[config.mk]
export PLATFORM = sky130hd
export DESIGN_NAME = time_set_ctrl
export DESIGN_NICKNAME = d
export VERILOG_FILES = /design/src/rtl/time_ctrl_pkg.sv /design/src/rtl/key_hold_rpt.sv /design/src/rtl/time_set_ctrl.sv
export SDC_FILE = /design/constraint.sdc
export NUM_CORES = 1
export LEC_CHECK = 0
export ABC_AREA = 0
export BUFFER_PORTS_ARGS = -buffer_cell sky130_fd_sc_hd__buf_4
export CAP_MARGIN = 20
export CORE_MARGIN = 2
export CORE_UTILIZATION = 35
export CTS_BUF_LIST = sky130_fd_sc_hd__clkbuf_4
export CTS_CLUSTER_SIZE = 20
export DETAILED_ROUTE_END_ITERATION = 6
export PLACE_DENSITY_LB_ADDON = 0.2
export SYNTH_ARGS = -nofsm -noshare
export SYNTH_HDL_FRONTEND = slang
export SYNTH_SLANG_ARGS = --single-unit
[constraint.sdc]
create_clock -name clk -period 2.4 [get_ports clk]
set_input_delay 0 -clock clk [delete_from_list [all_inputs] [get_ports clk]]
set_output_delay 0 -clock clk [all_outputs]
set_load 0.02 [all_outputs]
[src/rtl/time_ctrl_pkg.sv]
// Shared types and defaults for the time-set controller.
// State encodings and 1 kHz timing constants.
package time_ctrl_pkg;

  typedef enum logic [1:0] {
    ST_RUN      = 2'd0,
    ST_SET_HOUR = 2'd1,
    ST_SET_MIN  = 2'd2
  } state_t;

  localparam int unsigned DEF_HOLD_CYC    = 1000;
  localparam int unsigned DEF_REPEAT_CYC  = 200;
  localparam int unsigned DEF_TIMEOUT_CYC = 10000;
  localparam int unsigned DEF_BLINK_HALF  = 500;

endpackage

[src/rtl/key_hold_rpt.sv]
// Per-button edge detect, long-press and auto-repeat timing.
// Pulses are combinational from the level and local state.
module key_hold_rpt
  import time_ctrl_pkg::*;
#(
  parameter int unsigned HOLD_CYC   = DEF_HOLD_CYC,
  parameter int unsigned REPEAT_CYC = DEF_REPEAT_CYC
) (
  input  logic clk,
  input  logic rst,
  input  logic btn,
  input  logic repeat_en,
  input  logic arm,
  output logic rise_p,
  output logic fall_p,
  output logic long_p,
  output logic rpt_p
);

  localparam int HW = $clog2(HOLD_CYC + 1);
  localparam int RW = $clog2(REPEAT_CYC + 1);

  logic          r_prev;
  logic          r_blk;
  logic          r_act;
  logic          r_long;
  logic [HW-1:0] r_hcnt;
  logic [RW-1:0] r_rcnt;

  logic w_rise;
  logic w_fall;
  logic w_long;
  logic w_per;
  logic w_go;

  // A blocked key stays silent until the level drops.
  assign w_rise = btn & ~r_prev & ~r_blk;
  assign w_fall = ~btn & r_prev;
  assign w_long = btn & r_act & ~r_long
                & (r_hcnt == HW'(HOLD_CYC));
  assign w_per  = btn & r_act & r_long
                & (r_rcnt == RW'(REPEAT_CYC));
  assign w_go   = btn & arm;

  assign rise_p = w_rise;
  assign fall_p = w_fall;
  assign long_p = w_long;
  assign rpt_p  = repeat_en & (w_long | w_per);

  always_ff @(posedge clk or negedge rst) begin
    if (!rst) begin
      r_prev <= 1'b1;
      r_blk  <= 1'b0;
      r_act  <= 1'b0;
      r_long <= 1'b0;
      r_hcnt <= '0;
      r_rcnt <= '0;
    end else begin
      r_prev <= btn;
      r_blk  <= arm ? (btn & r_blk) : btn;
      if (!w_go) begin
        r_act  <= 1'b0;
        r_long <= 1'b0;
        r_hcnt <= '0;
        r_rcnt <= '0;
      end else begin
        if (w_rise) begin
          r_act  <= 1'b1;
          r_hcnt <= HW'(1);
        end else if (r_act && r_hcnt != HW'(HOLD_CYC)) begin
          r_hcnt <= r_hcnt + HW'(1);
        end
        if (w_long) begin
          r_long <= 1'b1;
          r_rcnt <= RW'(1);
        end else if (w_per) begin
          r_rcnt <= RW'(1);
        end else if (r_long && r_rcnt != RW'(REPEAT_CYC)) begin
          r_rcnt <= r_rcnt + RW'(1);
        end
      end
    end
  end

endmodule

[src/rtl/time_set_ctrl.sv]
// Button UI for the time-of-day counter: set modes,
// adjust strobes, long-press clear, timeout and blink.
module time_set_ctrl
  import time_ctrl_pkg::*;
#(
  parameter int unsigned HOLD_CYC    = DEF_HOLD_CYC,
  parameter int unsigned REPEAT_CYC  = DEF_REPEAT_CYC,
  parameter int unsigned TIMEOUT_CYC = DEF_TIMEOUT_CYC,
  parameter int unsigned BLINK_HALF  = DEF_BLINK_HALF
) (
  input  logic       clk,
  input  logic       rst,
  input  logic       btn_mode,
  input  logic       btn_inc,
  output logic       adj_hour_p,
  output logic       adj_min_p,
  output logic       clear_time_p,
  output logic [1:0] mode,
  output logic       blink
);

  localparam int TW = $clog2(TIMEOUT_CYC + 1);
  localparam int BW = $clog2(BLINK_HALF + 1);

  state_t        r_state;
  logic          r_mpress;
  logic [TW-1:0] r_tcnt;
  logic [BW-1:0] r_bcnt;
  logic          r_blink;
  logic          r_hour;
  logic          r_min;
  logic          r_clr;

  state_t w_nstate;
  logic   w_mpress;
  logic   w_hour;
  logic   w_min;
  logic   w_clr;
  logic   w_set;
  logic   w_set_n;
  logic   w_enter;
  logic   w_tmo;
  logic   w_inc_arm;
  logic   w_m_rise, w_m_fall, w_m_long, w_m_rpt;
  logic   w_i_rise, w_i_fall, w_i_long, w_i_rpt;
  logic   w_unused;

  key_hold_rpt #(
    .HOLD_CYC   (HOLD_CYC),
    .REPEAT_CYC (REPEAT_CYC)
  ) u_key_mode (
    .clk       (clk),
    .rst       (rst),
    .btn       (btn_mode),
    .repeat_en (1'b0),
    .arm       (1'b1),
    .rise_p    (w_m_rise),
    .fall_p    (w_m_fall),
    .long_p    (w_m_long),
    .rpt_p     (w_m_rpt)
  );

  key_hold_rpt #(
    .HOLD_CYC   (HOLD_CYC),
    .REPEAT_CYC (REPEAT_CYC)
  ) u_key_inc (
    .clk       (clk),
    .rst       (rst),
    .btn       (btn_inc),
    .repeat_en (w_set),
    .arm       (w_inc_arm),
    .rise_p    (w_i_rise),
    .fall_p    (w_i_fall),
    .long_p    (w_i_long),
    .rpt_p     (w_i_rpt)
  );

  assign w_unused  = ^{w_m_rpt, w_i_fall, w_i_long};
  assign w_set     = (r_state != ST_RUN);
  assign w_set_n   = (w_nstate != ST_RUN);
  assign w_enter   = w_set_n && (w_nstate != r_state);
  assign w_tmo     = (r_tcnt == TW'(TIMEOUT_CYC));
  assign w_inc_arm = (w_nstate == r_state);

  // r_mpress marks a mode press that began in RUN.
  always_comb begin
    w_nstate = r_state;
    w_mpress = r_mpress;
    w_hour   = 1'b0;
    w_min    = 1'b0;
    w_clr    = 1'b0;
    unique case (r_state)
      ST_RUN: begin
        if (w_m_rise) begin
          w_mpress = 1'b1;
        end else if (r_mpress && w_m_long) begin
          w_clr    = 1'b1;
          w_mpress = 1'b0;
        end else if (r_mpress && w_m_fall) begin
          w_nstate = ST_SET_HOUR;
          w_mpress = 1'b0;
        end
      end
      ST_SET_HOUR, ST_SET_MIN: begin
        w_mpress = 1'b0;
        if (w_m_rise) begin
          w_nstate = (r_state == ST_SET_HOUR)
                   ? ST_SET_MIN : ST_RUN;
        end else if (w_i_rise || w_i_rpt) begin
          w_hour = (r_state == ST_SET_HOUR);
          w_min  = (r_state == ST_SET_MIN);
        end else if (w_tmo) begin
          w_nstate = ST_RUN;
        end
      end
      default: begin
        w_nstate = ST_RUN;
        w_mpress = 1'b0;
      end
    endcase
  end

  always_ff @(posedge clk or negedge rst) begin
    if (!rst) begin
      r_state  <= ST_RUN;
      r_mpress <= 1'b0;
      r_hour   <= 1'b0;
      r_min    <= 1'b0;
      r_clr    <= 1'b0;
    end else begin
      r_state  <= w_nstate;
      r_mpress <= w_mpress;
      r_hour   <= w_hour;
      r_min    <= w_min;
      r_clr    <= w_clr;
    end
  end

  always_ff @(posedge clk or negedge rst) begin
    if (!rst) begin
      r_tcnt <= '0;
    end else if (!w_set_n) begin
      r_tcnt <= '0;
    end else if (w_enter || w_m_rise || w_i_rise || w_i_rpt) begin
      r_tcnt <= TW'(1);
    end else if (r_tcnt != TW'(TIMEOUT_CYC)) begin
      r_tcnt <= r_tcnt + TW'(1);
    end
  end

  always_ff @(posedge clk or negedge rst) begin
    if (!rst) begin
      r_bcnt  <= '0;
      r_blink <= 1'b0;
    end else if (!w_set_n) begin
      r_bcnt  <= '0;
      r_blink <= 1'b0;
    end else if (w_enter) begin
      r_bcnt  <= BW'(1);
      r_blink <= 1'b1;
    end else if (r_bcnt == BW'(BLINK_HALF)) begin
      r_bcnt  <= BW'(1);
      r_blink <= ~r_blink;
    end else begin
      r_bcnt  <= r_bcnt + BW'(1);
    end
  end

  assign mode         = r_state;
  assign adj_hour_p   = r_hour;
  assign adj_min_p    = r_min;
  assign clear_time_p = r_clr;
  assign blink        = r_blink;

endmodule

=== After elaboration in Yosys (flattened, before gate mapping) ===
Index checks and enable logic that the tools add are counted.

* Register bits: 66
* Input port bits: 4
* Output and inout port bits: 6
* Word-level logic and storage cells: 136

* $add $sub $neg: 5
* Equality and inequality tests: 23
* Muxes and demuxes: 49
* Bitwise logic cells: 26
* Reductions and logical operators: 14

{| class="wikitable"
|+ Operators by type and width
! cell !! count
|-
| 2-to-1 mux 10 bit || 6
|-
| 2-to-1 mux 14 bit || 3
|-
| 2-to-1 mux 8 bit || 4
|-
| 2-to-1 mux 9 bit || 3
|-
| 2-to-1 mux 1 bit || 25
|-
| adder 10 x 1 -> 10 bit, second input constant || 2
|-
| == test 10 bit, second input constant || 2
|-
| inequality test 10 bit, second input constant || 2
|-
| AND 1 bit || 17
|-
| adder 14 x 1 -> 14 bit, second input constant || 1
|-
| == test 14 bit, second input constant || 1
|-
| 2-to-1 mux 2 bit || 7
|-
| inequality test 14 bit, second input constant || 1
|-
| adder 9 x 1 -> 9 bit, second input constant || 1
|-
| == test 9 bit, second input constant || 1
|-
| inequality test 3 x 1 -> 1 bit, second input constant || 3
|-
| adder 8 x 1 -> 8 bit, second input constant || 1
|-
| == test 8 bit, second input constant || 1
|-
| inequality test 8 bit, second input constant || 1
|-
| inverter 1 bit || 8
|-
| logical AND 1 bit || 6
|-
| inequality test 2 x 1 -> 1 bit, second input constant || 3
|-
| logical OR 1 bit || 4
|-
| inequality test 4 x 2 -> 1 bit, second input constant || 1
|-
| 12 further kinds || 13
|}

=== Longest topological paths before layout ===
Gate-level depths: netlist of run 1.

* Depth after elaboration: 16
* Gate-level depth with buffers: 10
* Mapped depth without buffers: 8

=== By module ===
Synthesis of run 1 repeated with hierarchy kept, for this count alone.

* Cell total of the unflattened synthesis: 423
* Area total of the unflattened synthesis: 4,105.2 µm²

{| class="wikitable"
|+ By module, submodules not included
! module !! instances !! cells each !! area each (µm²) !! seq. area each (µm²)
|-
| time_set_ctrl || 1 || 172 || 1,654.1 || 750.7
|-
| key_hold_rpt at u_key_mode || 1 || 127 || 1,252.5 || 551.8
|-
| key_hold_rpt at u_key_inc || 1 || 124 || 1,198.6 || 551.8
|}

=== Worst setup path after synthesis of run 1 ===
Ideal clock, no wire load.

* Path kind: reg-to-reg
* Start point: register r_state[0], in the netlist mode[0]
* End point: register r_bcnt[3]
* Library setup time: 147 ps
* Arrival time: 2,188 ps
* Data required time: 2,253 ps
* Slack: 65 ps
* Stages on the path, launching flop included: 11
* Path buffers: 2
* Clock period less this slack: 2,335 ps
* Cell sequence: dfrtp_1 > inv_1 > ha_1 > clkbuf_1 > nand2b_1 > nor4_2 > a2111oi_1 > o22ai_2 > nor2_2 > buf_2 > nor4_2

* Cells in the longest elaborated chain, start to end: 10
* Elaborated cells between the ends (all ways): 20
* Classes of those cells: eq/ne (3); mux (10); bitwise (1); reduce/logical (6)

{| class="wikitable"
|+ Ends and longest elaborated chain
! element !! line !! RTL
|-
| start, declared || time_set_ctrl.sv:25 || <nowiki>state_t r_state;</nowiki>
|-
| start signal, assigned || time_set_ctrl.sv:131 || <nowiki>r_state <= w_nstate;</nowiki>
|-
| nonzero test 2 bit || time_set_ctrl.sv:79 || <nowiki>assign w_set = (r_state != ST_RUN);</nowiki>
|-
| AND 1 bit || key_hold_rpt.sv:48 || <nowiki>assign rpt_p = repeat_en & (w_long | w_per);</nowiki>
|-
| logical OR 1 bit || time_set_ctrl.sv:109 || <nowiki>end else if (w_i_rise || w_i_rpt) begin</nowiki>
|-
| 2-to-1 mux 2 bit || time_set_ctrl.sv:109 ||
|-
| 2-to-1 mux 2 bit || time_set_ctrl.sv:106 || <nowiki>if (w_m_rise) begin</nowiki>
|-
| one-hot mux 2 bit (2 select lines) * || time_set_ctrl.sv:92 || <nowiki>unique case (r_state)</nowiki>
|-
| via w_nstate[1] || time_set_ctrl.sv:34 || <nowiki>state_t w_nstate;</nowiki>
|-
| inequality test 2 bit / nonzero test 2 bit (equally long branches) || time_set_ctrl.sv:81, time_set_ctrl.sv:80 ||
|-
| logical AND 1 bit || time_set_ctrl.sv:81 || <nowiki>assign w_enter = w_set_n && (w_nstate != r_state);</nowiki>
|-
| 2-to-1 mux 9 bit || time_set_ctrl.sv:158 || <nowiki>end else if (w_enter) begin</nowiki>
|-
| 2-to-1 mux 9 bit * || time_set_ctrl.sv:155 || <nowiki>end else if (!w_set_n) begin</nowiki>
|-
| end signal, assigned || time_set_ctrl.sv:165 || <nowiki>r_bcnt <= r_bcnt + BW'(1);</nowiki>
|-
| end, declared || time_set_ctrl.sv:28 || <nowiki>logic [BW-1:0] r_bcnt;</nowiki>
|}

Mark *: on every way through the listed nets, which the timed path passes. The rest lies on a longest branch.
A chain may end at the register's enable or synchronous reset.

=== Worst setup path after layout of run 1 ===
* Start point: register r_tcnt[1]
* End point: register r_tcnt[6]

* Cells in the longest elaborated chain, start to end: 12
* Elaborated cells between the ends (all ways): 17
* Classes of those cells: add/sub (1); eq/ne (4); mux (7); reduce/logical (5)

{| class="wikitable"
|+ Ends and longest elaborated chain
! element !! line !! RTL
|-
| start, declared || time_set_ctrl.sv:27 || <nowiki>logic [TW-1:0] r_tcnt;</nowiki>
|-
| start signal, assigned || time_set_ctrl.sv:147 || <nowiki>r_tcnt <= r_tcnt + TW'(1);</nowiki>
|-
| == test 14 bit || time_set_ctrl.sv:82 || <nowiki>assign w_tmo = (r_tcnt == TW'(TIMEOUT_CYC));</nowiki>
|-
| 2-to-1 mux 2 bit || time_set_ctrl.sv:112 || <nowiki>end else if (w_tmo) begin</nowiki>
|-
| 2-to-1 mux 2 bit || time_set_ctrl.sv:109 ||
|-
| 2-to-1 mux 2 bit || time_set_ctrl.sv:106 ||
|-
| one-hot mux 2 bit (2 select lines) || time_set_ctrl.sv:92 ||
|-
| inequality test 2 bit / nonzero test 2 bit (equally long branches) || time_set_ctrl.sv:81, time_set_ctrl.sv:80 ||
|-
| logical AND 1 bit || time_set_ctrl.sv:81 ||
|-
| logical OR 1 bit (3 in a row) || time_set_ctrl.sv:144 || <nowiki>end else if (w_enter || w_m_rise || w_i_rise || w_i_rpt) begin</nowiki>
|-
| 2-to-1 mux 14 bit || time_set_ctrl.sv:144 ||
|-
| 2-to-1 mux 14 bit || time_set_ctrl.sv:142 || <nowiki>end else if (!w_set_n) begin</nowiki>
|}

Parallel ways exist; a longest one is shown, timed or not. The select of a mux whose other input is x is not followed.

==> metrics.txt, run 1 <==
# TYPE chip_impl_metric gauge
chip_impl_info{name="status",value="finished, final reports clean"} 1
chip_impl_metric{name="grt_first_pass_wirelength",unit="um"} 12900
chip_impl_info{name="timing.rr.start",value="r_tcnt[1]"} 1
chip_impl_info{name="timing.critical_path.from",value="r_tcnt[1]"} 1
chip_impl_metric{name="final-setup-viol-count",unit=""} 0
chip_impl_info{name="critical_path.most_common_cell",value="sky130_fd_sc_hd__buf_4"} 1
chip_impl_metric{name="min_period",unit="ps"} 2290
chip_impl_metric{name="worst_ep_arrival_time",unit="ps"} 2610
chip_impl_metric{name="critical_path_cell_count",unit=""} 11
chip_impl_metric{name="min_period_over_period",unit="%"} 95.6
chip_impl_info{name="critical_path.endpoint",value="r_tcnt[6]"} 1
chip_impl_metric{name="antenna_cells_inserted",unit=""} 0
chip_impl_metric{name="finalNetCount",unit=""} 429
chip_impl_metric{name="fin_skew",unit="ps"} 25.3
chip_impl_metric{name="pin_count_of_the_biggest_net_entering_global_routing",unit=""} 67
chip_impl_info{name="holdCritPathClass",value="in -> async"} 1
chip_impl_info{name="worst-setup-path-type",value="reg -> reg"} 1
chip_impl_metric{name="critical_path.max_fanout",unit=""} 12
chip_impl_metric{name="area_inside_the_core_boundary",unit="um2"} 10200
chip_impl_metric{name="drt_drc_violations_left",unit=""} 0
chip_impl_metric{name="syn-mean-instance-area",unit="um2"} 9.72
chip_impl_metric{name="wl",unit="um"} 7510
chip_impl_metric{name="yosysTopAreaCellShare",unit="%"} 44.3
chip_impl_info{name="synth.top_cells.by_area",value="sky130_fd_sc_hd__dfrtp_1 (44%), sky130_fd_sc_hd__xnor2_1 (6.8%), sky130_fd_sc_hd__ha_1 (4.8%)"} 1
chip_impl_metric{name="synth_area",unit="um2"} 3620
chip_impl_metric{name="synthesis.nets",unit=""} 390
chip_impl_metric{name="drv_cap",unit=""} 0
chip_impl_metric{name="avgViaCountPerCell",unit=""} 5.04
chip_impl_metric{name="total_power",unit="mW"} 2.70
chip_impl_info{name="cp_cell_sequence",value="inv_1 -> ha_1 -> and4bb_2 -> nand4_2 -> a2111oi_2 -> a31oi_2 -> buf_4 -> buf_4 -> nand2_1 -> buf_4 -> nor3_1"} 1
chip_impl_metric{name="seqCellArea",unit="um2"} 1650
chip_impl_info{name="cts.root.buffer_cell",value="sky130_fd_sc_hd__clkbuf_4"} 1
chip_impl_metric{name="routabilityCongestion",unit=""} 0.783
chip_impl_metric{name="design.portCount",unit=""} 10
chip_impl_metric{name="detailedRoute.firstPassIterationCount",unit=""} 4
chip_impl_info{name="unrepaired_setup_endpoints_after_global_routing",value="true"} 1
chip_impl_info{name="endpoint_kind",value="flop"} 1
chip_impl_metric{name="final_antenna_violating_net_count",unit=""} 0
chip_impl_info{name="crit_path_start_kind",value="flop"} 1
chip_impl_metric{name="placement_rows",unit=""} 37
chip_impl_metric{name="power_density",unit="nW/um2"} 642
chip_impl_info{name="crit-reg2reg-capture",value="r_tcnt[6]"} 1
chip_impl_info{name="synthFlopType",value="sky130_fd_sc_hd__dfrtp_1"} 1
chip_impl_metric{name="clkLatencyLatePin",unit="ps"} 420
chip_impl_metric{name="final_layout_fill_cell_count",unit=""} 1023
chip_impl_info{name="yosys.area.top_type",value="sky130_fd_sc_hd__dfrtp_1"} 1
chip_impl_metric{name="synthesis.yosys.warnings",unit=""} 0
chip_impl_metric{name="global_route.usage.total",unit="%"} 14.4
chip_impl_metric{name="worst-endpoint-required",unit="ps"} 2710
chip_impl_metric{name="fp.dieH",unit="um"} 106
chip_impl_metric{name="initial_core_util",unit="%"} 35.5
chip_impl_metric{name="leakage_power_figure",unit="nW"} 1.78
chip_impl_metric{name="dp_hpwl",unit="um"} 4940
chip_impl_metric{name="timing_hold_violations_final",unit=""} 0
chip_impl_metric{name="async_reset_ff_share",unit="%"} 100
chip_impl_metric{name="initialDrtViolationCount",unit=""} 143
chip_impl_metric{name="timing_max_transition_violations_final",unit=""} 0
chip_impl_metric{name="final_critical_path_setup_slack",unit="ps"} 106
chip_impl_metric{name="multiInputGateArea",unit="um2"} 1900
chip_impl_metric{name="cp.buffers_inverters",unit=""} 4
chip_impl_info{name="critical-path-slowest-cell",value="sky130_fd_sc_hd__dfrtp_1"} 1
chip_impl_metric{name="maximum_vdd_ir_drop",unit="uV"} 311
chip_impl_metric{name="grt_pass1_vias",unit=""} 2792
chip_impl_info{name="cell_type_group_with_the_largest_total_delay_on_the_critical_path",value="buffers and inverters"} 1
chip_impl_metric{name="antenna_found_initial",unit=""} 0
chip_impl_metric{name="synth-edff-count",unit=""} 0
chip_impl_metric{name="worst_rel_slew_slack",unit="%"} 43.2
chip_impl_metric{name="post_synth_num_cell_types",unit=""} 55
chip_impl_metric{name="fin_tns_setup",unit="ps"} 0
chip_impl_metric{name="synth_seq_area_share",unit="%"} 45.7
chip_impl_metric{name="routed_wire_length_per_instance",unit="um"} 13.6
chip_impl_metric{name="cts-buffers-inserted",unit=""} 9
chip_impl_metric{name="place_ws",unit="ps"} 67.9
chip_impl_metric{name="worst_setup_hold_path_clk_slew",unit="ps"} 110
chip_impl_metric{name="area_delta_synth_final",unit="%"} 16.2
chip_impl_metric{name="h-tree-depth",unit=""} 3
chip_impl_metric{name="post_syn_instances",unit=""} 372
chip_impl_metric{name="postSynthRegisterBits",unit=""} 66
chip_impl_metric{name="ctsLongestPathBuffers",unit=""} 2
chip_impl_metric{name="grt.overflow.total",unit=""} 0
chip_impl_metric{name="clock.fmax",unit="MHz"} 436
chip_impl_metric{name="numPortBuffers",unit=""} 9
chip_impl_metric{name="slowest_delay",unit="ps"} 410
chip_impl_metric{name="timing_worst_slew_pin_value",unit="ps"} 852
chip_impl_metric{name="share_of_post_route_cells_with_drive_strength_above_1",unit="%"} 17.8
chip_impl_metric{name="numClockSinks",unit=""} 66
chip_impl_metric{name="chipWidth",unit="um"} 106
chip_impl_metric{name="route.vias.total",unit=""} 2780
chip_impl_info{name="cts_tree",value="yes"} 1
chip_impl_metric{name="ff2ff_setup_slack",unit="ps"} 110
chip_impl_metric{name="floorplan.die_area",unit="um2"} 11200
chip_impl_metric{name="r2r.worst_path.cells",unit=""} 11
routing by layer:
metal / share of wire, % / global-route usage (%) / vias up
li1: - / - / 1389
met1: 51 / 19.3 / 1347
met2: 44 / 22.2 / 37
met3: 2.9 / 3.22 / 7
met4: 1.3 / 6.39 / 0
met5: 0 / 0 / -
how the worst min path moves through the flow:
stage                                 to  slack [ps]  cells past startpoint
global placement        u_key_inc.r_prev         160                      1
finish              u_key_mode.r_hcnt[9]         210                      2
global route            u_key_inc.r_prev         250                      2
detailed placement      u_key_inc.r_prev         160                      1
floorplan                     adj_hour_p        -300                      0
CTS                            r_tcnt[5]         240                      2
sequential cells by signal, indices dropped and copies added (netlist names), 2 cells and up:
signal / cells
mode: 2
r_bcnt: 9
r_tcnt: 14
u_key_inc.r_hcnt: 10
u_key_inc.r_rcnt: 8
u_key_mode.r_hcnt: 10
cells in the mapped netlist (all sizes together) (6+ instances only):
cell type	instances
dfrtp	64
nand2	45
nor2	34
nor3	34
xnor2	28
inv	19
nand3	16
xor2	15
ha	14
nand4	13
nor4	12
a21oi	8
a31oi	6
buf	6
what timing repair did:
| item | 4_1_cts | 5_1_grt |
|---|---|---|
| resized for setup | 0 | 9 |
| hold buffers | 3 | 0 |
| endpoints found under the setup margin | 0 | 44 |
| buffers inserted | 0 | 4 |
| endpoints found under the hold margin | 75 | 0 |
per-stage QoR:
stage	std cells	util, %	cell area [um2]	hold slack [ps]
finish	552	41.3	4200	211
global route	552	41.3	4200	252
CTS	546	40.3	4100	241
detailed placement	527	38.9	3960	163
global placement	527	38.9	3960	163
floorplan	372	-	3620	-296
report_power, final:
part,internal (mW),switching (mW)
combinational,0.319,0.488
sequential,1.18,0.0586
clock,0.240,0.407
layout by cell type, fill, tap and decap left out, types with 12 or more instances in the layout:
cell,count
sky130_fd_sc_hd__clkbuf_4,12
sky130_fd_sc_hd__nor3_1,34
sky130_fd_sc_hd__nand4_1,12
sky130_fd_sc_hd__nand3_1,16
sky130_fd_sc_hd__nor2_1,33
sky130_fd_sc_hd__xor2_1,15
sky130_fd_sc_hd__dfrtp_1,64
sky130_fd_sc_hd__ha_1,13
sky130_fd_sc_hd__buf_4,31
sky130_fd_sc_hd__inv_1,19
sky130_fd_sc_hd__xnor2_1,28
sky130_fd_sc_hd__nand2_1,44
cell type report:
class	instances	area share [%]
Clock buffer	12	2.14
Clock inverter	4	0.476
Timing Repair Buffer	36	7.20
Sequential cell	66	39.3
Tap cell	136	4.05
Multi-Input combinational cell	279	45.1
Inverter	19	1.70
kinds of logic (layout without fill, tap and decap cells):
kind of cell	Yosys count	after routing	share of synthesized area (%)
simple gates	184	186	27.4
flops	66	66	45.7
xor+xnor	43	43	10.4
compound gates	34	34	7.58
buf+inv	29	71	3.46
fa+ha+maj	14	14	4.84
mux	2	2	0.553
Note: power is estimated with default switching activity, not from simulation.
==> run 2: changes to the inputs <==
--- a/config.mk
+++ b/config.mk
@@ -8,6 +8,8 @@
 export ABC_AREA = 0
 export BUFFER_PORTS_ARGS = -buffer_cell sky130_fd_sc_hd__buf_4
 export CAP_MARGIN = 20
+export CELL_PAD_IN_SITES_DETAIL_PLACEMENT = 1
+export CELL_PAD_IN_SITES_GLOBAL_PLACEMENT = 1
 export CORE_MARGIN = 2
 export CORE_UTILIZATION = 35
 export CTS_BUF_LIST = sky130_fd_sc_hd__clkbuf_4
==> run 2 against run 1 <==
Effect of this change:
- die area unchanged
- clock skew shrank 12 ps
- setup slack lost 26 ps
- critical path depth fell by 2
- sequential power hardly changed
- core utilization up 0.63 points
- worst hold slack lost 19 ps
- via count up 1.4%
- critical endpoint is now r_bcnt[8]
- highest routed layer unchanged
==> metrics.txt, run 2 (same netlist as run 1, synthesis figures left out) <==
# TYPE chip_impl_metric gauge
chip_impl_info{name="status",value="finished, final reports clean"} 1
chip_impl_info{name="worst-setup-path-type",value="reg -> reg"} 1
chip_impl_info{name="final_cell_mix",value="sky130_fd_sc_hd__dfrtp_1 (64), sky130_fd_sc_hd__nand2_1 (43), sky130_fd_sc_hd__buf_4 (37)"} 1
chip_impl_metric{name="worst_rel_slew_slack",unit="%"} 44.3
chip_impl_metric{name="timing_worst_slew_pin_value",unit="ps"} 835
chip_impl_metric{name="drt_drc_violations_left",unit=""} 0
chip_impl_metric{name="leakage_power_figure",unit="nW"} 1.80
chip_impl_metric{name="finalInstanceArea",unit="um2"} 4270
chip_impl_metric{name="area_delta_synth_final",unit="%"} 18.0
chip_impl_metric{name="routabilityCongestion",unit=""} 0.745
chip_impl_metric{name="dp_hpwl",unit="um"} 5650
chip_impl_metric{name="number_of_flip_flops_in_the_largest_register",unit=""} 14
chip_impl_metric{name="share_of_post_route_cells_with_drive_strength_above_1",unit="%"} 19.9
chip_impl_metric{name="cts-buffers-inserted",unit=""} 9
chip_impl_metric{name="min_period_over_period",unit="%"} 96.7
chip_impl_metric{name="numPortBuffers",unit=""} 9
chip_impl_metric{name="grt_pass1_vias",unit=""} 3008
chip_impl_metric{name="timing_max_transition_violations_final",unit=""} 0
chip_impl_metric{name="ctsLongestPathBuffers",unit=""} 2
chip_impl_metric{name="initialDrtViolationCount",unit=""} 72
chip_impl_metric{name="design.portCount",unit=""} 10
chip_impl_metric{name="global_route.usage.total",unit="%"} 16.1
chip_impl_metric{name="met2WireLength",unit="um"} 4230
chip_impl_metric{name="worst_setup_hold_path_clk_slew",unit="ps"} 130
chip_impl_metric{name="routedLengthMet1",unit="um"} 3840
chip_impl_info{name="crit_path_start_kind",value="flop"} 1
chip_impl_metric{name="maximum_vdd_ir_drop",unit="uV"} 260
chip_impl_metric{name="area_inside_the_core_boundary",unit="um2"} 10200
chip_impl_metric{name="drv_cap",unit=""} 0
chip_impl_info{name="crit-reg2reg-capture",value="r_bcnt[8]"} 1
chip_impl_info{name="registers_with_the_most_flip_flops",value="r_tcnt (14), u_key_inc.r_hcnt (10), u_key_mode.r_hcnt (10)"} 1
chip_impl_info{name="top_register",value="r_tcnt"} 1
chip_impl_metric{name="routed_wire_length_per_instance",unit="um"} 14.9
chip_impl_metric{name="min_period",unit="ps"} 2320
chip_impl_info{name="endpoint_kind",value="flop"} 1
chip_impl_metric{name="timing_hold_violations_final",unit=""} 0
chip_impl_info{name="cts_tree",value="yes"} 1
chip_impl_metric{name="worst_ep_arrival_time",unit="ps"} 2650
chip_impl_metric{name="placement_rows",unit=""} 37
chip_impl_metric{name="clock.fmax",unit="MHz"} 431
chip_impl_info{name="holdCritPathClass",value="in -> async"} 1
chip_impl_metric{name="power_density",unit="nW/um2"} 653
chip_impl_metric{name="grt.overflow.total",unit=""} 0
chip_impl_metric{name="final_util",unit="%"} 41.9
chip_impl_metric{name="final-setup-viol-count",unit=""} 0
chip_impl_metric{name="route.vias.total",unit=""} 2820
chip_impl_metric{name="finalNetCount",unit=""} 435
chip_impl_metric{name="pin_count_of_the_biggest_net_entering_global_routing",unit=""} 67
chip_impl_metric{name="avgViaCountPerCell",unit=""} 5.05
chip_impl_metric{name="clkLatencyLatePin",unit="ps"} 430
chip_impl_info{name="mostFrequentLayoutCell",value="sky130_fd_sc_hd__dfrtp_1"} 1
chip_impl_metric{name="h-tree-depth",unit=""} 3
chip_impl_metric{name="ff2ff_setup_slack",unit="ps"} 80
chip_impl_metric{name="antenna_cells_inserted",unit=""} 0
chip_impl_metric{name="critical_path.max_fanout",unit=""} 23
chip_impl_metric{name="fin_tns_setup",unit="ps"} 0
chip_impl_metric{name="antenna_found_initial",unit=""} 0
chip_impl_metric{name="final_antenna_violating_net_count",unit=""} 0
chip_impl_metric{name="floorplan.die_area",unit="um2"} 11200
chip_impl_metric{name="fin_skew",unit="ps"} 13.3
chip_impl_metric{name="chipWidth",unit="um"} 106
chip_impl_metric{name="r2r.worst_path.cells",unit=""} 9
chip_impl_info{name="cts.root.buffer_cell",value="sky130_fd_sc_hd__clkbuf_4"} 1
chip_impl_metric{name="placed_cells",unit=""} 531
chip_impl_metric{name="worst-endpoint-required",unit="ps"} 2730
chip_impl_metric{name="numClockSinks",unit=""} 66
chip_impl_info{name="top_layer",value="met4"} 1
chip_impl_metric{name="detailedRoute.firstPassIterationCount",unit=""} 4
chip_impl_metric{name="finish.cell_count_without_fillers",unit=""} 558
chip_impl_info{name="timing.rr.start",value="u_key_inc.r_hcnt[0]"} 1
chip_impl_metric{name="wl",unit="um"} 8340
chip_impl_metric{name="grt_first_pass_wirelength",unit="um"} 14400
chip_impl_metric{name="route.met3.wl",unit="um"} 144
chip_impl_metric{name="initial_core_util",unit="%"} 35.5
chip_impl_metric{name="fp.dieH",unit="um"} 106
chip_impl_metric{name="place_area",unit="um2"} 4010
## run 2: changes by cell type in the layout (fill, tap and decap cells not counted), sizes merged
cell and change:
clkbuf -3, inv +1, buf +6, clkinv +1, clkinvlp +1
## run 2: worst max-delay path by stage
stage / startpoint / endpoint / slack, ps
2_1_floorplan: mode[0] / r_bcnt[3] / 70
3_3_place_gp: u_key_inc.r_rcnt[0] / r_bcnt[0] / 130
3_5_place_dp: u_key_inc.r_rcnt[0] / r_bcnt[0] / 40
4_1_cts: u_key_inc.r_rcnt[0] / r_bcnt[0] / 20
5_1_grt: r_tcnt[1] / r_tcnt[10] / -30
6_report: u_key_inc.r_hcnt[0] / r_bcnt[8] / 80
## run 2: repair_timing
action | CTS | global route
resized for setup | 0 | 11
setup endpoints to repair | 0 | 28
hold buffers | 3 | 0
endpoints found under the hold margin | 75 | 0
setup buffers | 0 | 6
## run 2: layer usage
| layer | track usage (%) | vias up |
|---|---|---|
| li1 | - | 1394 |
| met1 | 19.5 | 1399 |
| met2 | 27.9 | 15 |
| met3 | 3.96 | 12 |
| met4 | 5.26 | 0 |
| met5 | 0 | - |
## run 2: final cells by class
cell class                 count  area, um2
clock buffer                   9       67.6
clock inverter                 7       55.1
fill                        1180       5920
inverter                      19       71.3
multi-input combinational    279       1900
sequential                    66       1650
tap                          136        170
timing repair buffer          42        348
## run 2: worst max-delay path: stages, from the launching register on
cell                       delay (ps)
sky130_fd_sc_hd__dfrtp_1          400
sky130_fd_sc_hd__inv_1            110
sky130_fd_sc_hd__ha_1             160
sky130_fd_sc_hd__nand4b_1         210
sky130_fd_sc_hd__nor4_1           340
sky130_fd_sc_hd__o21bai_1         150
sky130_fd_sc_hd__a21oi_1          280
sky130_fd_sc_hd__nor2_2           100
sky130_fd_sc_hd__buf_12           170
sky130_fd_sc_hd__nor4_1           280
## run 2: stage by stage
stage	total power, mW	hold WS [ps]	setup slack, ps
after floorplan	1.75	-296	65.0
after global placement	2.06	160	126
after detailed placement	2.08	166	40.0
after CTS	2.79	222	22.0
after global routing	2.98	230	-32.5
final	2.79	192	79.3
## run 2: where the power goes
group          internal, mW  switching, mW  total (mW)  leakage [nW]
Combinational         0.347          0.513       0.860         0.837
Clock                 0.219          0.460       0.679        0.0625
Sequential             1.18         0.0633        1.25         0.905
